==> config.mk <==
export PLATFORM = sky130hd
export DESIGN_NAME = dmem_arbiter
export DESIGN_NICKNAME = d
export VERILOG_FILES = /design/src/rtl/dmem_arbiter.sv
export SDC_FILE = /design/constraint.sdc
export NUM_CORES = 1
export LEC_CHECK = 0
export BUFFER_PORTS_ARGS = -buffer_cell sky130_fd_sc_hd__buf_2
export CORE_AREA = 5 5 101 103
export CTS_BUF_LIST = sky130_fd_sc_hd__clkbuf_8
export CTS_CLUSTER_DIAMETER = 60
export CTS_CLUSTER_SIZE = 14
export DETAILED_ROUTE_END_ITERATION = 6
export DIE_AREA = 0 0 106 108
export PLACE_DENSITY_LB_ADDON = 0.08
export SLEW_MARGIN = 30
export SYNTH_ARGS = -nofsm -noshare
export SYNTH_HDL_FRONTEND = slang
export SYNTH_SLANG_ARGS = --single-unit
==> constraint.sdc <==
create_clock -name clk -period 4.8 [get_ports clk]
set_input_delay 0.72 -clock clk [delete_from_list [all_inputs] [get_ports clk]]
set_output_delay 0.72 -clock clk [all_outputs]
set_load 0.01 [all_outputs]
==> src/rtl/dmem_arbiter.sv <==
// Two-port arbiter in front of a single-port data memory.
// Bounded-burst ownership with round-robin tie break; reads return one cycle later.
module dmem_arbiter #(
  parameter int unsigned MAX_BURST = 4
) (
  input  logic        clk,
  input  logic        reset,
  input  logic [1:0]  req,
  input  logic [1:0]  we,
  input  logic [63:0] addr,
  input  logic [63:0] wdata,
  output logic [1:0]  gnt,
  output logic [1:0]  rvalid,
  output logic [31:0] rdata,
  output logic        mem_we,
  output logic [31:0] mem_a,
  output logic [31:0] mem_wd,
  input  logic [31:0] mem_rd
);

  localparam logic [3:0] MAXC = 4'(MAX_BURST);

  typedef enum logic [1:0] {
    NONE = 2'd0,
    R0   = 2'd1,
    R1   = 2'd2
  } owner_t;

  owner_t     owner, owner_n;
  logic [3:0] cnt, cnt_n;
  logic       lsp, lsp_n;

  logic       own_idx;
  logic       own_req;
  logic       oth_req;
  logic       at_max;
  logic       keep;
  logic       hand;
  logic       sel;
  logic       any_gnt;
  logic [1:0] rd_hit;

  assign own_idx = (owner == R1);
  assign own_req = req[own_idx];
  assign oth_req = req[~own_idx];
  assign at_max  = (cnt >= MAXC);

  // Owner stays while under its burst budget, or when nobody else wants in.
  assign keep = own_req && (!at_max || !oth_req);
  assign hand = !keep && oth_req;

  always_comb begin
    gnt = 2'b00;
    if (!reset) begin
      unique case (owner)
        NONE: begin
          unique case (1'b1)
            (req == 2'b11): gnt = lsp ? 2'b01 : 2'b10;
            (req == 2'b01): gnt = 2'b01;
            (req == 2'b10): gnt = 2'b10;
            default:        gnt = 2'b00;
          endcase
        end
        default: begin
          unique case (1'b1)
            keep:    gnt = own_idx ? 2'b10 : 2'b01;
            hand:    gnt = own_idx ? 2'b01 : 2'b10;
            default: gnt = 2'b00;
          endcase
        end
      endcase
    end
  end

  assign any_gnt = |gnt;
  assign sel     = gnt[1];

  always_comb begin
    owner_n = owner;
    cnt_n   = cnt;
    lsp_n   = lsp;
    unique case (1'b1)
      any_gnt: begin
        owner_n = sel ? R1 : R0;
        lsp_n   = sel;
        if ((owner_n == owner) && !at_max)
          cnt_n = cnt + 4'd1;
        else
          cnt_n = 4'd1;
      end
      default: begin
        owner_n = NONE;
        cnt_n   = 4'd0;
      end
    endcase
  end

  always_comb begin
    mem_we = 1'b0;
    mem_a  = 32'h0;
    mem_wd = 32'h0;
    if (any_gnt) begin
      mem_we = we[sel];
      mem_a  = sel ? addr[63:32]  : addr[31:0];
      mem_wd = sel ? wdata[63:32] : wdata[31:0];
    end
  end

  assign rd_hit = gnt & ~we;

  always_ff @(posedge clk) begin
    if (reset) begin
      owner  <= NONE;
      cnt    <= 4'd0;
      lsp    <= 1'b1;
      rvalid <= 2'b00;
      rdata  <= 32'h0;
    end else begin
      owner  <= owner_n;
      cnt    <= cnt_n;
      lsp    <= lsp_n;
      rvalid <= rd_hit;
      if (|rd_hit)
        rdata <= mem_rd;
    end
  end

  a_gnt_onehot: assert property (@(posedge clk) $onehot0(gnt));
  a_rv_onehot:  assert property (@(posedge clk) $onehot0(rvalid));
  a_cnt_bound:  assert property (@(posedge clk) cnt <= MAXC);

endmodule
==> results of run 1 <==
==> metrics by stage <==
| step | instances | hold WS, ps | power (W) |
|---|---|---|---|
| 6_report | 624 | 460 | 0.00120 |
| 3_3_place_gp | 616 | 446 | 0.000990 |
| 4_1_cts | 624 | 464 | 0.00121 |
| 5_1_grt | 624 | 481 | 0.00128 |
| 2_1_floorplan | 267 | 453 | 0.000756 |
| 3_5_place_dp | 616 | 450 | 0.000995 |
==> power breakdown <==
part	switching, W	internal (W)
Sequential	0.0000253	0.000393
Combinational	0.000304	0.000260
Clock	0.000117	0.0000988
==> cells in the final DEF (no fill, tap or decap) <==
cell type                    synthesis  routed
sky130_fd_sc_hd__buf_4               4       3
sky130_fd_sc_hd__a211oi_1            1       1
sky130_fd_sc_hd__nor4_1              1       1
sky130_fd_sc_hd__o21ai_1             2       2
sky130_fd_sc_hd__nor2_1              2       2
sky130_fd_sc_hd__a21oi_1             2       2
sky130_fd_sc_hd__o41ai_1            32      32
sky130_fd_sc_hd__a21o_1              1       1
sky130_fd_sc_hd__o21a_1              1       1
sky130_fd_sc_hd__clkbuf_8            0       5
sky130_fd_sc_hd__a2111oi_4           0       1
sky130_fd_sc_hd__buf_12              0       1
sky130_fd_sc_hd__ha_1                1       1
sky130_fd_sc_hd__nor3_4              1       1
sky130_fd_sc_hd__dfxtp_1            41      41
sky130_fd_sc_hd__or2_2               1       1
sky130_fd_sc_hd__buf_2              12     266
sky130_fd_sc_hd__nand2b_1            1       1
sky130_fd_sc_hd__conb_1              1       1
sky130_fd_sc_hd__a22o_1             65      65
sky130_fd_sc_hd__nor3b_1             1       1
sky130_fd_sc_hd__a211oi_4            0       1
sky130_fd_sc_hd__clkinvlp_4          0       1
sky130_fd_sc_hd__or4b_1              1       1
sky130_fd_sc_hd__o311a_1             1       1
sky130_fd_sc_hd__nand2_1             1       1
sky130_fd_sc_hd__o211ai_1            2       2
sky130_fd_sc_hd__o21ai_0            33      33
sky130_fd_sc_hd__o2111a_2            1       1
sky130_fd_sc_hd__and2_1              2       2
sky130_fd_sc_hd__o221a_2             1       1
sky130_fd_sc_hd__inv_1              35      37
sky130_fd_sc_hd__nor4_4              0       1
sky130_fd_sc_hd__nor3_1              1       1
==> worst max-delay path, stage by stage <==
cell and delay (ps):
sky130_fd_sc_hd__buf_2 120, sky130_fd_sc_hd__or4b_1 440, sky130_fd_sc_hd__o2111a_2 210, sky130_fd_sc_hd__nor3_4 560, sky130_fd_sc_hd__buf_12 320, sky130_fd_sc_hd__a22o_1 200, sky130_fd_sc_hd__buf_2 140
==> per-layer routing <==
| metal | wire length [µm] | part of all wire | track usage | up-vias |
|---|---|---|---|---|
| met5 | 7 | 0.00064 | 0 | - |
| li1 | - | - | - | 1525 |
| met1 | 4700 | 0.43 | 0.223 | 1372 |
| met2 | 5240 | 0.48 | 0.294 | 141 |
| met4 | 75 | 0.0068 | 0.0315 | 2 |
| met3 | 990 | 0.090 | 0.0597 | 6 |
==> registers in the layout, indices dropped and copies added (netlist names) <==
name	count
rvalid	2
lsp	1
owner	2
cnt	4
rdata	32
==> final cells by class <==
type,count,area [µm²],area share
multi-input combinational,159,1270,0.333
inverter,35,131,0.0344
clock inverter,3,15.0,0.00393
timing repair buffer,270,1370,0.360
sequential,41,821,0.215
clock buffer,5,68.8,0.0180
tap,111,139,0.0363
==> logic make-up (layout without fill, tap and decap cells) <==
logic type | after synthesis | in the layout | share of synthesized area
flip-flops | 41 | 41 | 0.344
adder cells (fa/ha/maj) | 1 | 1 | 0.00525
other | 1 | 1 | 0.00157
AO/OA/AOI/OAI | 144 | 144 | 0.475
AND/OR/NAND/NOR | 13 | 13 | 0.0394
buffers and inverters | 67 | 313 | 0.134
==> worst paths after layout <==
| check | start | endpoint | slack, ps | cells past startpoint |
|---|---|---|---|---|
| hold / removal | rdata[3]$_SDFFE_PP0P_ | rdata[3]$_SDFFE_PP0P_ | 460 | 2 |
| setup / recovery | req[1] | mem_a[16] | 1340 | 7 |
| setup reg to reg | owner[0]$_SDFF_PP0_ | cnt[2]$_SDFF_PP0_ | 2400 | 6 |
| hold reg to reg | rdata[3]$_SDFFE_PP0P_ | rdata[3]$_SDFFE_PP0P_ | 460 | 2 |
==> flow_summary.toml, run 1 <==
[synthesis]
synth_top_area_frac = 0.344
synth_area_mm2 = 0.00238
syn_nets = 434
synth_most_common_cell = "sky130_fd_sc_hd__a22o_1"
synth_edf_count = 0
synth_sequential_area_ratio = 0.344
synth.top_cells.by_area = "sky130_fd_sc_hd__dfxtp_1 (34%), sky130_fd_sc_hd__a22o_1 (24%), sky130_fd_sc_hd__o41ai_1 (12%)"
post_synth_inst_count = 267
avgSynthCellArea_um2 = 8.93
synth_seq_cells = 41
post_synth_num_cell_types = 35
ys.flop_type = "sky130_fd_sc_hd__dfxtp_1"
synth_top_cell_by_area = "sky130_fd_sc_hd__dfxtp_1"
async_reset_ff_frac = 0
synth_common_cells = "sky130_fd_sc_hd__a22o_1 (65), sky130_fd_sc_hd__dfxtp_1 (41), sky130_fd_sc_hd__inv_1 (35)"
number_of_warnings_reported_in_the_yosys_synthesis_log = 0

[pwr]
powerDensity_mw_per_mm2 = 314
worst_vdd_ir_mv = 0.128
leakage_nw = 2.06

[sta]
fin_crit_sh = 0.720
timing.setup.tns_ps = 0
timing.slew.headroom = 0.375
grt_setup_unrepaired = "no"
final-hold-violation-count = 0
setup_viol = 0
post-route-worst-setup-slack_ps = 1340
fin_crit_ps = 3460
maxClockFrequency_ghz = 0.289
finalMaxSlewViolations = 0
fin_skew_ps = 9.89
worst_slew_pin_slew_ps = 937

[route]
totalWireLength_um = 11000
drt.antenna.violating_nets = 0
drt_iter0_drc = 162
dr_total_vias = 3046
drcViolationCount = 0
drtPass1Iterations = 4
route.detailed.vias_per_inst = 4.88
wl_per_cell_um = 17.7

[global_routing]
number_of_antenna_violations_at_the_first_check_in_global_routing = 1
grt_pass1_wl_um = 16000
first_global_vias = 2998
overflow = 0
gr-usage-all-layers = 0.176
grt_start_max_net_pins = 70

[clock_tree]
htree_levels = 2
cts_hold_buffers = 0
cts_sinks = 41
tritoncts = "done"
cts-root-buf = "sky130_fd_sc_hd__clkbuf_8"
number_of_resized_instances_in_the_post_cts_repair_step = 0
clk_transition_reported_paths_ps = 80
cts_inserted_buffers = 5
cts.repair_timing.setup_buffer_count = 0
clkLatencyLatePin_ps = 290
clock_tree.buffer_depth = 2

[floorplanning]
die_w_um = 106
number_of_placement_rows = 35
top_level_ports = 267
core_region_area_mm2 = 0.00911
dieHeight_um = 108
dieArea_mm2 = 0.0114
floorplan.initialDensity = 0.262

[layout]
antenna_cells = 0
drive_above_1_share = 0.552
num-fill-cells = 974
design.final.nets = 679
utilization = 0.420
final_design_area_no_fill_mm2 = 0.00382
area_growth_pct = 60.2

[setup_path]
cp-end-kind = "primary output"
criticalPathCategory = "primary input to primary output"
timing.critical_path.arrival_ps = 2740
worstPathRequired_ps = 4080
path_max_fanout = 54
worstSetupStartpointType = "primary input"

[hold_path]
hp-class = "flip-flop to flip-flop"

[job]
max-cap-violations = 0

[place]
setup_slack_after_placement_ps = 1380
count_of_port_buffers_added_during_placement = 266
finalWeightedCongestion = 0.843
placed_cell_area_mm2 = 0.00374
hpwlAfterDp_um = 8750

[outcome]
status = "completed"
No activity file was read; power rests on OpenSTA's default activity.
==> inputs of run 2 (changes only) <==
--- a/config.mk
+++ b/config.mk
@@ -5,6 +5,7 @@
 export SDC_FILE = /design/constraint.sdc
 export NUM_CORES = 1
 export LEC_CHECK = 0
+export ABC_AREA = 1
 export BUFFER_PORTS_ARGS = -buffer_cell sky130_fd_sc_hd__buf_2
 export CORE_AREA = 5 5 101 103
 export CTS_BUF_LIST = sky130_fd_sc_hd__clkbuf_8
==> constraint.sdc (replaced) <==
create_clock -name clk -period 3.22 [get_ports clk]
set_input_delay 0.483 -clock clk [delete_from_list [all_inputs] [get_ports clk]]
set_output_delay 0.483 -clock clk [all_outputs]
set_load 0.01 [all_outputs]
==> flow_summary.toml, run 2 <==
[outcome]
status = "completed"

[synthesis]
synth_top_area_frac = 0.280
synth_area_mm2 = 0.00293
ys.flop_type = "sky130_fd_sc_hd__dfxtp_1"
synth_edf_count = 0
syn_nets = 645
async_reset_ff_frac = 0
avgSynthCellArea_um2 = 6.13
synth_top_cell_by_area = "sky130_fd_sc_hd__dfxtp_1"
synth_common_cells = "sky130_fd_sc_hd__nor2_1 (187), sky130_fd_sc_hd__o21ai_1 (50), sky130_fd_sc_hd__inv_1 (45)"
synth_most_common_cell = "sky130_fd_sc_hd__nor2_1"
number_of_warnings_reported_in_the_yosys_synthesis_log = 0
post_synth_num_cell_types = 30
synth_sequential_area_ratio = 0.280
synth_seq_cells = 41
synth.top_cells.by_area = "sky130_fd_sc_hd__dfxtp_1 (28%), sky130_fd_sc_hd__nor2_1 (24%), sky130_fd_sc_hd__o21ai_1 (8.5%)"
post_synth_inst_count = 478

[floorplanning]
die_w_um = 106
core_region_area_mm2 = 0.00911
floorplan.initialDensity = 0.321
dieArea_mm2 = 0.0114
number_of_placement_rows = 35
top_level_ports = 267
dieHeight_um = 108

[sta]
maxClockFrequency_ghz = 0.341
final-hold-violation-count = 0
grt_setup_unrepaired = "no"
fin_crit_ps = 2940
setup_viol = 0
fin_skew_ps = 10.2
fin_crit_sh = 0.911
timing.setup.tns_ps = 0
finalMaxSlewViolations = 0

[setup_path]
timing.critical_path.arrival_ps = 2450
regToRegSetupSlack_ps = 1080
worstSetupStartpointType = "flip-flop"
cp-end-kind = "primary output"
criticalPathCategory = "flip-flop to primary output"
path_max_fanout = 40
worstPathRequired_ps = 2740

[route]
wl_per_cell_um = 13.8
drt_iter0_drc = 248
drcViolationCount = 0
route.detailed.vias_per_inst = 4.46
dr_total_vias = 3732
drt.antenna.violating_nets = 0
drtPass1Iterations = 4
totalWireLength_um = 11600

[job]
max-cap-violations = 0

[layout]
drive_above_1_share = 0.425
design.final.nets = 892
utilization = 0.467
top_library_cells_by_usage_in_the_layout_fill_and_taps_aside = "sky130_fd_sc_hd__buf_2 (266), sky130_fd_sc_hd__nor2_1 (187), sky130_fd_sc_hd__o21ai_1 (50)"
antenna_cells = 0
finish.cell_count_without_fillers = 836
final_design_area_no_fill_mm2 = 0.00425
area_growth_pct = 45.3
final_common_cell = "sky130_fd_sc_hd__buf_2"
largest_register = "rdata"
reg_top3 = "rdata: 32 flops, cnt: 4 flops"
flip_flop_count_of_the_largest_register_after_layout = 32

[place]
place.detailed.instances = 829
count_of_port_buffers_added_during_placement = 266
hpwlAfterDp_um = 9140
finalWeightedCongestion = 0.948
placed_cell_area_mm2 = 0.00415

[clock_tree]
cts_inserted_buffers = 5
cts_sinks = 41
clk_transition_reported_paths_ps = 80
clkLatencyLatePin_ps = 290
cts.repair_timing.setup_buffer_count = 0
tritoncts = "done"
htree_levels = 2
clock_tree.buffer_depth = 2
cts-root-buf = "sky130_fd_sc_hd__clkbuf_8"

[global_routing]
grtUsageMet3 = 0.0412
number_of_antenna_violations_at_the_first_check_in_global_routing = 0
grt.met2_usage = 0.321
gr-usage-all-layers = 0.180
first_global_vias = 3394
grt_most_used_layer = "met2"
overflow = 0
grt_pass1_wl_um = 16900
global_route_met1_usage = 0.220
grt_start_max_net_pins = 65

[hold_path]
hp-class = "primary input to flip-flop"

[pwr]
leakage_nw = 2.51
worst_vdd_ir_mv = 0.351
powerDensity_mw_per_mm2 = 616
## run 2: layout make-up
class / instances / area [µm²]
fill: 978 / 4850
multi-input combinational: 356 / 1640
timing repair buffer: 272 / 1380
sequential: 41 / 821
inverter: 49 / 186
tap: 111 / 139
clock buffer: 6 / 82.6
clock inverter: 1 / 7.51
## run 2: worst max-delay path, cell delays in order (launching register included)
cell	delay (ps)
sky130_fd_sc_hd__dfxtp_1	440
sky130_fd_sc_hd__inv_2	90
sky130_fd_sc_hd__nand2_4	90
sky130_fd_sc_hd__nand2_1	60
sky130_fd_sc_hd__nand3_1	90
sky130_fd_sc_hd__nand2_2	100
sky130_fd_sc_hd__a21oi_4	210
sky130_fd_sc_hd__nand2_4	240
sky130_fd_sc_hd__inv_2	110
sky130_fd_sc_hd__buf_4	360
sky130_fd_sc_hd__nor2_1	80
sky130_fd_sc_hd__nor2_1	120
sky130_fd_sc_hd__buf_2	160
## run 2: per-layer routing
layer  vias to the layer above  share of wire
li1                       1967              -
met1                      1578           0.40
met2                       173           0.50
met3                        14          0.080
met4                         0          0.015
met5                         -              0
## run 2: worst paths after layout
check,cells past startpoint,start,endpoint
worst min-delay path,3,mem_rd[9],rdata[9]$_SDFFE_PP0P_
worst max-delay path,12,owner[0]$_SDFF_PP0_,mem_a[20]
worst min register to register,2,lsp$_SDFFE_PP1N_,lsp$_SDFFE_PP1N_
worst max register to register,12,owner[0]$_SDFF_PP0_,cnt[2]$_SDFF_PP0_
## run 2: through the flow
stage	setup WS, ps	hold WS [ps]	total power [W]
6_report	285	400	0.00262
5_1_grt	52.1	384	0.00286
4_1_cts	108	384	0.00265
3_5_place_dp	304	461	0.00230
3_3_place_gp	335	472	0.00228
2_1_floorplan	1130	429	0.00182
## run 2: where the power goes
part / internal (W) / total [W] / switching, W
clock network: 0.000170 / 0.000342 / 0.000172
logic: 0.000620 / 0.00161 / 0.000992
registers: 0.000610 / 0.000665 / 0.0000546
total: 0.00140 / 0.00262 / 0.00122
## run 2: what timing repair did
item / in CTS / in global routing
hold buffers: 0 / 0
resized for setup: 0 / 2
setup endpoints to repair: 0 / 44
## run 2: logic make-up (layout without fill, tap and decap cells)
logic type                 Yosys count  after routing  synth area share
other                                1              1           0.00128
buffers and inverters               81            328             0.163
and+or+nand+nor                    284            284             0.409
DFF                                 41             41             0.280
xor gates and xnor gates             1              1           0.00299
AOI/OAI and AO/OA                   69             69             0.139
adders and majority gates            1              1           0.00427
==> inputs of run 3 (changes only) <==
--- a/config.mk
+++ b/config.mk
@@ -13,6 +13,7 @@
 export CTS_CLUSTER_SIZE = 14
 export DETAILED_ROUTE_END_ITERATION = 6
 export DIE_AREA = 0 0 106 108
+export MAX_ROUTING_LAYER = met4
 export PLACE_DENSITY_LB_ADDON = 0.08
 export SLEW_MARGIN = 30
 export SYNTH_ARGS = -nofsm -noshare
==> flow_summary.toml, run 3 (same netlist as run 2, synthesis figures left out) <==
[hold_path]
hp-class = "primary input to flip-flop"
worst_hold_path_cells = 3

[sta]
fin_crit_ps = 2980
final-hold-violation-count = 0
maxClockFrequency_ghz = 0.335
fin_crit_sh = 0.927
fin_skew_ps = 5.50
grt_setup_unrepaired = "no"
worst_slew_pin_slew_ps = 650
finalMaxSlewViolations = 0
timing.setup.tns_ps = 0
timing.slew.headroom = 0.566
setup_viol = 0

[floorplanning]
core_region_area_mm2 = 0.00911
floorplan.initialDensity = 0.321
die_w_um = 106
dieArea_mm2 = 0.0114
dieHeight_um = 108
top_level_ports = 267
number_of_placement_rows = 35

[route]
dr_total_vias = 3690
totalWireLength_um = 11500
wl_per_cell_um = 13.7
drt.antenna.violating_nets = 0
route.detailed.vias_per_inst = 4.40
drcViolationCount = 0
drtPass1Iterations = 5
drt_iter0_drc = 278

[global_routing]
global_route_met1_usage = 0.229
first_global_vias = 3424
number_of_antenna_violations_at_the_first_check_in_global_routing = 0
grt.met2_usage = 0.324
grtUsageMet3 = 0.0310
overflow = 0
gr-usage-all-layers = 0.189
grt_pass1_wl_um = 17200
grt_start_max_net_pins = 65
grt_most_used_layer = "met2"

[setup_path]
regToRegSetupSlack_ps = 1100
worst_path_dominant_cell_family = "simple AND/OR/NAND/NOR gates"
critical_path.n_buffers_inverters = 2
timing.rr.end = "rdata[1]$_SDFFE_PP0P_"
worstSetupStartpointType = "flip-flop"
timing.critical_path.arrival_ps = 2500
cp-end-kind = "primary output"
worst_r2r_startpoint = "owner[0]$_SDFF_PP0_"
worstPathRequired_ps = 2740
worst_setup_path_startpoint = "owner[0]$_SDFF_PP0_"
slowest_stage_delay_on_critical_path_ps = 500
critical_path_cell_count = 11
criticalPathCategory = "flip-flop to primary output"
cpMaxStageDelayCell = "sky130_fd_sc_hd__nand2_4"
timing.reg2reg.worst_path_depth = 13
path_max_fanout = 64
critPathCapture = "mem_wd[15]"
crit_path_cell_trace = "inv_2 > nand2_4 > nand2_1 > o21ai_1 > nand2_2 > a21oi_2 > nand2_2 > nand2_4 > o21ai_1 > nor2_1 > buf_2"

[layout]
antenna_cells = 0
final_design_area_no_fill_mm2 = 0.00426
flip_flop_count_of_the_largest_register_after_layout = 32
largest_register = "rdata"
top_library_cells_by_usage_in_the_layout_fill_and_taps_aside = "sky130_fd_sc_hd__buf_2 (266), sky130_fd_sc_hd__nor2_1 (187), sky130_fd_sc_hd__o21ai_1 (50)"
reg_top3 = "rdata: 32 flops, cnt: 4 flops"
drive_above_1_share = 0.426
design.final.nets = 893
final_common_cell = "sky130_fd_sc_hd__buf_2"
finish.cell_count_without_fillers = 838
utilization = 0.467
area_growth_pct = 45.4

[pwr]
powerDensity_mw_per_mm2 = 612
pwr-share-comb = 0.618
total_power_w = 0.00261
swShare = 0.467
total_switching_power_w = 0.00122
cellInternalPower_w = 0.00139
leakage_nw = 2.51
clock_power_share = 0.127
share_seq_of_total_power = 0.255
worst_vdd_ir_mv = 0.348

[clock_tree]
cts_inserted_buffers = 5
htree_levels = 2
clkLatencyLatePin_ps = 290
cts.repair_timing.setup_buffer_count = 0
cts_hold_buffers = 0
number_of_resized_instances_in_the_post_cts_repair_step = 0
clock_tree.buffer_depth = 2
clk_transition_reported_paths_ps = 80
tritoncts = "done"
cts_sinks = 41
cts-root-buf = "sky130_fd_sc_hd__clkbuf_8"

[place]
finalWeightedCongestion = 0.921
hpwlAfterDp_um = 9110
place.detailed.instances = 830
count_of_port_buffers_added_during_placement = 266
placed_cell_area_mm2 = 0.00417

[job]
max-cap-violations = 0

[outcome]
status = "completed"
==> run 3: cell count changes in the layout (fill, tap and decap cells not counted), sizes merged <==
| cell | previous run | this run |
|---|---|---|
| clkbuf | 6 | 5 |
| buf | 272 | 273 |
| clkinv | 1 | 3 |
==> run 3: tightest hold or removal path: cells and delay by family <==
kind / cells / cell delay [ps]
buf+inv: 1 / 70
simple gates: 2 / 90
==> run 3: layer usage <==
| layer | up-vias | wire [µm] |
|---|---|---|
| met3 | 20 | 660 |
| met4 | 0 | 283 |
| met1 | 1554 | 4830 |
| li1 | 1968 | - |
| met5 | - | 0 |
| met2 | 148 | 5690 |
==> run 3: worst min path at each step <==
| stage | slack [ps] | to | from |
|---|---|---|---|
| 3_3_place_gp | 470 | lsp$_SDFFE_PP1N_ | lsp$_SDFFE_PP1N_ |
| 3_5_place_dp | 460 | lsp$_SDFFE_PP1N_ | lsp$_SDFFE_PP1N_ |
| 5_1_grt | 390 | rdata[29]$_SDFFE_PP0P_ | mem_rd[29] |
| 6_report | 390 | rdata[20]$_SDFFE_PP0P_ | mem_rd[20] |
| 4_1_cts | 390 | rdata[24]$_SDFFE_PP0P_ | mem_rd[24] |
| 2_1_floorplan | 430 | lsp$_SDFFE_PP1N_ | lsp$_SDFFE_PP1N_ |
==> run 3: cell type report <==
class                   count  area [µm²]
fillers                   992        4850
multi-input cells         356        1630
repair buffers            273        1400
flip-flops and latches     41         821
inverters                  49         186
well taps                 111         139
clock buffers               5        68.8
clock inverters             3        17.5
==> run 3: per-stage QoR <==
step	hold slack [ps]	worst slack (ps)
floorplan	429	1130
global placement	474	430
detailed placement	462	386
CTS	388	203
global route	388	1.98
finish	393	235
==> run 3: power by group through the flow <==
stage	Sequential (W)	Clock [W]	Combinational (W)
final	0.000664	0.000331	0.00161
after detailed placement	0.000677	0	0.00163
after floorplan	0.000714	0	0.00110
after CTS	0.000666	0.000344	0.00163
after global placement	0.000676	0	0.00162
after global routing	0.000679	0.000364	0.00181
